$ cat config.mk
export PLATFORM = sky130hd
export DESIGN_NAME = keypad_entry_scanner
export DESIGN_NICKNAME = d
export VERILOG_FILES = /design/src/rtl/keypad_entry_scanner.sv
export SDC_FILE = /design/constraint.sdc
export NUM_CORES = 1
export LEC_CHECK = 0
export BUFFER_PORTS_ARGS = -buffer_cell sky130_fd_sc_hd__buf_2
export CORE_ASPECT_RATIO = 0.7
export CORE_MARGIN = 2
export CORE_UTILIZATION = 30
export CTS_CLUSTER_SIZE = 20
export DETAILED_ROUTE_END_ITERATION = 12
export GPL_TIMING_DRIVEN = 0
export MAX_ROUTING_LAYER = met4
export PLACE_DENSITY = 0.45
export SLEW_MARGIN = 20
export SYNTH_ARGS = -nofsm -noshare
export SYNTH_HDL_FRONTEND = slang
export SYNTH_SLANG_ARGS = --single-unit
$ cat constraint.sdc
create_clock -name clk -period 4.6 [get_ports clk]
set_input_delay 0.69 -clock clk [delete_from_list [all_inputs] [get_ports clk]]
set_output_delay 0.69 -clock clk [all_outputs]
set_load 0.02 [all_outputs]
$ cat src/rtl/keypad_entry_scanner.sv
// keypad_entry_scanner
//   Scans a ROWS x COLS active-low matrix keypad, debounces both press and
//   release, and collects digits into a shift buffer (slot 0 = newest) that
//   the lock controller takes when digits_valid pulses.
//
// Ports
//   clk, rst      clock (posedge) and asynchronous active-high reset
//   enable        scanning enabled; a drop while a key is in flight takes
//                 effect when that key has been released
//   col_in        column sense, active-low, already synchronised
//   row_out       row drive, one bit low while scanning, all ones when disabled
//   digits_value  MAX_DIGITS 4-bit slots, slot k = [4k+3:4k]
//   digits_count  number of valid digits in the buffer
//   digits_valid  completed-entry pulse
//   entry_status  00 submit, 01 cancel, 10 timeout (qualified by digits_valid)
//   dbg_state_o   current FSM state (0 scan, 1 debounce, 2 action,
//                 3 release, 4 disabled)
//
// Output handshake: digits_valid is a one-cycle pulse with no ready/back-
// pressure. digits_value and entry_status are stable during that cycle; the
// buffer is cleared on the following clock edge, and two pulses are never
// adjacent.
module keypad_entry_scanner #(
    parameter int ROWS         = 4,
    parameter int COLS         = 4,
    parameter int MAX_DIGITS   = 20,
    parameter int SCAN_DIV     = 1,
    parameter int DEBOUNCE_CYC = 100,
    parameter int TIMEOUT_CYC  = 5000
) (
    input  logic                               clk,
    input  logic                               rst,
    input  logic                               enable,
    input  logic [COLS-1:0]                    col_in,
    output logic [ROWS-1:0]                    row_out,
    output logic [4*MAX_DIGITS-1:0]            digits_value,
    output logic [$clog2(MAX_DIGITS+1)-1:0]    digits_count,
    output logic                               digits_valid,
    output logic [1:0]                         entry_status,
    output logic [2:0]                         dbg_state_o
);

    localparam int RW   = $clog2(ROWS);
    localparam int CLW  = $clog2(COLS);
    localparam int CNTW = $clog2(MAX_DIGITS + 1);
    localparam int DBW  = $clog2(DEBOUNCE_CYC + 1);
    localparam int SDW  = $clog2(SCAN_DIV + 1);
    localparam int TOW  = $clog2(TIMEOUT_CYC + 1);
    localparam int DV   = 4 * MAX_DIGITS;

    localparam logic [RW-1:0]   ROW_LAST  = RW'(ROWS - 1);
    localparam logic [SDW-1:0]  SCAN_LAST = SDW'(SCAN_DIV - 1);
    localparam logic [DBW-1:0]  DEB_ACT   = DBW'(DEBOUNCE_CYC - 2);
    localparam logic [DBW-1:0]  DEB_REL   = DBW'(DEBOUNCE_CYC - 1);
    localparam logic [TOW-1:0]  TO_LAST   = TOW'(TIMEOUT_CYC - 1);
    localparam logic [CNTW-1:0] CNT_MAX   = CNTW'(MAX_DIGITS);
    localparam logic [DV-1:0]   ALL_F     = {MAX_DIGITS{4'hF}};
    localparam logic [DV-1:0]   ALL_B     = {MAX_DIGITS{4'hB}};
    localparam logic [DV-1:0]   ALL_E     = {MAX_DIGITS{4'hE}};

    typedef enum logic [2:0] {
        S_SCAN     = 3'd0,
        S_DEBOUNCE = 3'd1,
        S_ACTION   = 3'd2,
        S_RELEASE  = 3'd3,
        S_DISABLED = 3'd4
    } state_t;

    typedef enum logic [2:0] {
        K_NONE, K_DIGIT, K_SUBMIT, K_CANCEL, K_BACK
    } key_kind_t;

    state_t          state_q, state_d;
    logic [RW-1:0]   row_idx_q, row_idx_d;
    logic [SDW-1:0]  scan_cnt_q, scan_cnt_d;
    logic [RW-1:0]   key_row_q, key_row_d;
    logic [CLW-1:0]  key_col_q, key_col_d;
    logic [COLS-1:0] col_pat_q, col_pat_d;
    logic [DBW-1:0]  deb_q, deb_d;
    logic [TOW-1:0]  idle_q, idle_d;
    logic            clr_q, clr_d;
    logic [ROWS-1:0] row_out_q, row_out_d;
    logic [DV-1:0]   digits_q, digits_d;
    logic [CNTW-1:0] count_q, count_d;
    logic            valid_q, valid_d;
    logic [1:0]      status_q, status_d;

    logic [COLS-1:0] col_low;
    logic            col_idle;
    logic            col_single;
    logic [CLW-1:0]  col_idx;
    key_kind_t       key_kind;
    logic [3:0]      key_digit;

    assign col_low  = ~col_in;
    assign col_idle = &col_in;
    // Exactly one low column: non-zero and clearing the lowest set bit leaves zero.
    assign col_single = (col_low != '0) && ((col_low & (col_low - COLS'(1))) == '0);

    always_comb begin
        col_idx = '0;
        for (int c = 0; c < COLS; c++) begin
            if (!col_in[c]) col_idx = CLW'(c);
        end
    end

    // Keys outside the 4x4 legend decode to K_NONE.
    always_comb begin
        key_kind  = K_NONE;
        key_digit = 4'h0;
        if (32'(key_row_q) < 32'd4 && 32'(key_col_q) < 32'd4) begin
            case ({key_row_q[1:0], key_col_q[1:0]})
                4'b00_00: begin key_kind = K_DIGIT; key_digit = 4'd1; end
                4'b00_01: begin key_kind = K_DIGIT; key_digit = 4'd2; end
                4'b00_10: begin key_kind = K_DIGIT; key_digit = 4'd3; end
                4'b01_00: begin key_kind = K_DIGIT; key_digit = 4'd4; end
                4'b01_01: begin key_kind = K_DIGIT; key_digit = 4'd5; end
                4'b01_10: begin key_kind = K_DIGIT; key_digit = 4'd6; end
                4'b10_00: begin key_kind = K_DIGIT; key_digit = 4'd7; end
                4'b10_01: begin key_kind = K_DIGIT; key_digit = 4'd8; end
                4'b10_10: begin key_kind = K_DIGIT; key_digit = 4'd9; end
                4'b11_00: key_kind = K_SUBMIT;
                4'b11_01: begin key_kind = K_DIGIT; key_digit = 4'd0; end
                4'b11_10: key_kind = K_CANCEL;
                4'b11_11: key_kind = K_BACK;
                default:  key_kind = K_NONE;
            endcase
        end
    end

    // State register (all outputs are registered here too).
    always_ff @(posedge clk or posedge rst) begin
        if (rst) begin
            state_q    <= S_SCAN;
            row_idx_q  <= '0;
            scan_cnt_q <= '0;
            key_row_q  <= '0;
            key_col_q  <= '0;
            col_pat_q  <= '1;
            deb_q      <= '0;
            idle_q     <= '0;
            clr_q      <= 1'b0;
            row_out_q  <= ~ROWS'(1);
            digits_q   <= ALL_F;
            count_q    <= '0;
            valid_q    <= 1'b0;
            status_q   <= 2'b00;
        end else begin
            state_q    <= state_d;
            row_idx_q  <= row_idx_d;
            scan_cnt_q <= scan_cnt_d;
            key_row_q  <= key_row_d;
            key_col_q  <= key_col_d;
            col_pat_q  <= col_pat_d;
            deb_q      <= deb_d;
            idle_q     <= idle_d;
            clr_q      <= clr_d;
            row_out_q  <= row_out_d;
            digits_q   <= digits_d;
            count_q    <= count_d;
            valid_q    <= valid_d;
            status_q   <= status_d;
        end
    end

    // Next-state logic. enable is only sampled in SCAN and at RELEASE exit,
    // so a key already being handled always finishes its release.
    always_comb begin
        state_d = state_q;
        case (state_q)
            S_SCAN: begin
                if (!enable)         state_d = S_DISABLED;
                else if (col_single) state_d = S_DEBOUNCE;
            end
            S_DEBOUNCE: begin
                if (col_in != col_pat_q) state_d = S_SCAN;
                else if (deb_q == DEB_ACT) state_d = S_ACTION;
            end
            S_ACTION:  state_d = S_RELEASE;
            S_RELEASE: begin
                if (col_idle && deb_q == DEB_REL) state_d = enable ? S_SCAN : S_DISABLED;
            end
            S_DISABLED: begin
                if (enable) state_d = S_SCAN;
            end
            default: state_d = S_SCAN;
        endcase
    end

    // Datapath / output next values.
    always_comb begin
        row_idx_d  = row_idx_q;
        scan_cnt_d = scan_cnt_q;
        key_row_d  = key_row_q;
        key_col_d  = key_col_q;
        col_pat_d  = col_pat_q;
        deb_d      = deb_q;
        idle_d     = idle_q;
        clr_d      = 1'b0;
        digits_d   = digits_q;
        count_d    = count_q;
        valid_d    = 1'b0;
        status_d   = status_q;

        // Cycle after a completed-entry pulse: empty the buffer.
        if (clr_q) begin
            digits_d = ALL_F;
            count_d  = '0;
        end

        case (state_q)
            S_SCAN: begin
                if (enable) begin
                    if (col_single) begin
                        // A key beats a simultaneous timeout.
                        key_row_d  = row_idx_q;
                        key_col_d  = col_idx;
                        col_pat_d  = col_in;
                        deb_d      = '0;
                        scan_cnt_d = '0;
                        idle_d     = '0;
                    end else begin
                        // Multi-key patterns hold the row without advancing.
                        if (col_idle) begin
                            if (scan_cnt_q == SCAN_LAST) begin
                                scan_cnt_d = '0;
                                row_idx_d  = (row_idx_q == ROW_LAST) ? '0 : row_idx_q + RW'(1);
                            end else begin
                                scan_cnt_d = scan_cnt_q + SDW'(1);
                            end
                        end
                        if (count_q != '0 && !clr_q) begin
                            if (idle_q == TO_LAST) begin
                                idle_d   = '0;
                                digits_d = ALL_E;
                                valid_d  = 1'b1;
                                status_d = 2'b10;
                                clr_d    = 1'b1;
                            end else begin
                                idle_d = idle_q + TOW'(1);
                            end
                        end
                    end
                end
            end
            S_DEBOUNCE: begin
                if (col_in == col_pat_q) begin
                    deb_d = deb_q + DBW'(1);
                end else begin
                    deb_d      = '0;
                    scan_cnt_d = '0;
                end
            end
            S_ACTION: begin
                deb_d  = '0;
                idle_d = '0;
                case (key_kind)
                    K_DIGIT: begin
                        digits_d = {digits_q[DV-5:0], key_digit};
                        count_d  = (count_q == CNT_MAX) ? count_q : count_q + CNTW'(1);
                    end
                    K_BACK: begin
                        if (count_q != '0) begin
                            digits_d = {4'hF, digits_q[DV-1:4]};
                            count_d  = count_q - CNTW'(1);
                        end
                    end
                    K_SUBMIT: begin
                        if (count_q != '0) begin
                            valid_d  = 1'b1;
                            status_d = 2'b00;
                            clr_d    = 1'b1;
                        end
                    end
                    K_CANCEL: begin
                        digits_d = ALL_B;
                        valid_d  = 1'b1;
                        status_d = 2'b01;
                        clr_d    = 1'b1;
                    end
                    default: ;
                endcase
            end
            S_RELEASE: begin
                if (col_idle) deb_d = (deb_q == DEB_REL) ? '0 : deb_q + DBW'(1);
                else          deb_d = '0;
            end
            S_DISABLED: begin
                if (enable) begin
                    row_idx_d  = '0;
                    scan_cnt_d = '0;
                end
            end
            default: ;
        endcase

        if (count_q == '0) idle_d = '0;

        row_out_d = (state_d == S_DISABLED) ? '1 : ~(ROWS'(1) << row_idx_d);
    end

    assign row_out      = row_out_q;
    assign digits_value = digits_q;
    assign digits_count = count_q;
    assign digits_valid = valid_q;
    assign entry_status = status_q;
    assign dbg_state_o  = state_q;

endmodule

==> run summary <==
Slew Viols, Final: 0
Worst reg-to-reg setup slack: 1510 ps
Max-Cap Viols: 0
Syn Area/Cell: 8.56 sq um
WS Path Type: flop to flop
Hold crit path type: input port to asynchronous set/reset pin
Clock sinks: 125
Die X-Extent: 200 um
Floorplan core area: 26500 sq um
CP startpoint: digits_valid
Port-buffer cells: 98
Tightest Pin Transition: 906 ps
Yosys warnings: 0
Routability cong.: 0.892
Chip height: 141 um
RSZ-0062 raised after global routing: no
Cts hold-fix bufs: 0
Layout cells sized above 1: 25.4%
Initial antenna violation count: 0
Critical Path End: digits_value[52]
Synth Instances: 938
Final ANT Viol Nets: 0
Area leader, netlist: dfstp_2
# nets final: 1070
Peak VDD IR: 285 uV
CTS clk-pin slew, worst paths: 60 ps
Critical Path Fanout Max: 10
R2R Path Start: digits_valid
GR Util All Layers: 22.9%
Grt ovf: 0
Minimum clock period: 3090 ps
Register bit count reported by yosys: 125
Fillers: 2820
Vias in the first global route: 7456
Total Power: 0.00320 W
Worst reg2reg path endpoint: digits_value[52]
Number of CTS-inserted buffers: 17
Htree depth: 4
Area growth, synth to finish: 19.6%
Outcome: completed
Critical Path AT: 3450 ps
Pin count of the biggest net entering global routing: 91
Sequential share of the synthesized area: 40.3%
Die Area: 28100 sq um
I/O pins: 102
Top_reg_cell synth: dfstp_2
Main area contributors after synthesis: dfstp_2 (28%), dfrtp_1 (12%), a21oi_1 (5.5%)
Worst Reg-to-Reg Cells: 6
# rows: 50
EDFF count, synth: 0
DP Wirelength: 21.6 mm
Antenna diode count: 0
Setup-failing EPs final: 0
Layout Skew: 12.1 ps
Pwr dens: 333 nW/um^2
Asr flop ratio synth: 100%
Resize count post-CTS: 0
Vias post-DR: 8182
TritonCTS clock tree: built
First-pass GRT wire length: 47.5 mm
DR iter-0 viols: 853
Mapped Area: 8030 sq um
WL final: 31.0 mm
Type of origin of the critical path: flop
Synth top area share: 28.5%
Final worst-path cycle share: 67.1%
P_leak: 3.54 nW
First-pass detailed-route iteration total: 5
Worst setup EP type: flop
Deepest clock path buffer count: 2
Synth Net Count: 952
Fmax: 324 MHz
Final hold viol count: 0
DR vias/cell: 5.71
Drt wl/cell: 21.7 um
# Post-CTS Setup Buffers: 0
Max-slew headroom: 39.6%
Drc violations: 0
WHS: 233 ps
Initial core utilization: 30.3%
Clock latency on the worst-skew pair: 440 ps
Critical Path RT: 4960 ps
Root buf cell: clkbuf_16
Synth unique cells: 72
worst min path at each step:
stage / slack, ps / startpoint / end
6_report: 230 / rst / deb_q[4]
5_1_grt: 250 / rst / deb_q[0]
4_1_cts: 220 / rst / deb_q[4]
3_5_place_dp: 470 / entry_status[1] / entry_status[1]
3_3_place_gp: 470 / entry_status[1] / entry_status[1]
2_1_floorplan: 470 / col_pat_q[2] / col_pat_q[2]
sequential cells by signal, summed over array words and instances (netlist names):
register	count
col_pat_q	4
dbg_state_o	3
deb_q	7
digits_count	5
digits_valid	1
digits_value	80
entry_status	2
idle_q	13
key_col_q	2
key_row_q	2
row_idx_q	2
row_out	4
routing by layer:
metal / wire length, um / track usage [%] / vias up
li1: - / - / 3785
met1: 15700 / 35.2 / 4060
met2: 12900 / 30.3 / 311
met3: 2020 / 3.97 / 26
met4: 438 / 6.08 / 0
met5: 0 / - / -
cell usage after synthesis, types with 3 or more instances:
| master | number |
|---|---|
| dfrtp_1 | 38 |
| nand4b_1 | 5 |
| clkbuf_1 | 69 |
| dfstp_2 | 87 |
| a32o_1 | 27 |
| o211ai_1 | 28 |
| o32a_1 | 18 |
| nor2_1 | 86 |
| nand2b_1 | 6 |
| buf_2 | 17 |
| nor2b_1 | 3 |
| nor3_1 | 27 |
| ha_1 | 7 |
| o21ai_0 | 76 |
| o22ai_1 | 5 |
| a31oi_1 | 11 |
| a22o_1 | 10 |
| a221o_1 | 11 |
| nor4_1 | 3 |
| a211oi_1 | 5 |
| xor2_1 | 6 |
| nand2_1 | 108 |
| a21o_1 | 6 |
| nand3b_1 | 4 |
| or2_2 | 14 |
| o31ai_1 | 9 |
| and4_1 | 4 |
| nand4_1 | 8 |
| and3_1 | 3 |
| o2bb2ai_1 | 19 |
| nand3_1 | 17 |
| inv_1 | 10 |
| mux2_2 | 8 |
| a21oi_1 | 89 |
| and2_1 | 11 |
| a22oi_1 | 37 |
cells by family (layout without fill, tap and decap cells):
family          after synthesis  in the layout  share of synthesized area [%]
buf+inv                     100            231                           5.08
flops                       125            125                           40.3
simple gates                320            320                           19.6
mux                           9              9                           1.25
compound gates              370            370                           31.9
fa+ha+maj                     7              7                           1.09
xor+xnor                      7              7                          0.764
report_power, final:
part	internal [W]	switching [W]	leakage, nW
Combinational	0.000193	0.000441	1.84
Clock	0.000827	0.000565	0.274
Sequential	0.00114	0.0000309	1.42
Total	0.00216	0.00104	3.54
layout make-up:
| cell class | count | area [sq um] | share of cell area, % |
|---|---|---|---|
| multi-input combinational | 713 | 4380 | 45.6 |
| sequential | 125 | 3240 | 33.7 |
| timing repair buffer | 99 | 518 | 5.39 |
| tap | 364 | 455 | 4.74 |
| clock buffer | 19 | 453 | 4.72 |
| buffer | 90 | 370 | 3.86 |
| clock inverter | 13 | 141 | 1.47 |
| inverter | 10 | 45.0 | 0.469 |
stage by stage:
step / instance area (sq um) / TNS, ps / std cells / util (%) / worst slack [ps]
after floorplan: 8030 / 0 / 938 / - / 726
after global placement: 8970 / -50560 / 1400 / 33.8 / -1340
after detailed placement: 9010 / 0 / 1401 / 34.0 / 1530
after CTS: 9600 / 0 / 1433 / 36.2 / 1520
after global routing: 9600 / 0 / 1433 / 36.2 / 1330
final: 9600 / 0 / 1433 / 36.2 / 1510
critical path: stages, from the launching register on:
cell,delay (ps)
dfrtp_1,400
clkbuf_1,530
clkbuf_1,650
clkbuf_1,550
clkbuf_1,510
o21ai_0,180
a21oi_1,190
layout by cell type, fill, tap and decap left out, types with 4 or more instances in the layout:
cell type     n
a22oi_1      37
buf_2       115
nand4b_1      5
a32o_1       27
dfrtp_1      38
nand3b_1      4
nand3_1      17
dfstp_2      87
clkbuf_16    17
a22o_1       10
o32a_1       18
or2_2        14
and2_1       11
a21o_1        6
ha_1          7
nand4_1       8
clkbuf_1     69
o22ai_1       5
and4_1        4
inv_1         9
o211ai_1     28
nor3_1       27
a21oi_1      89
a221o_1      11
o31ai_1       9
a211oi_1      5
clkinvlp_4    6
o2bb2ai_1    19
nor2_1       86
mux2_2        8
nand2_1     108
a31oi_1      11
o21ai_0      76
xor2_1        6
nand2b_1      6
Note: power is estimated with default switching activity, not from simulation.
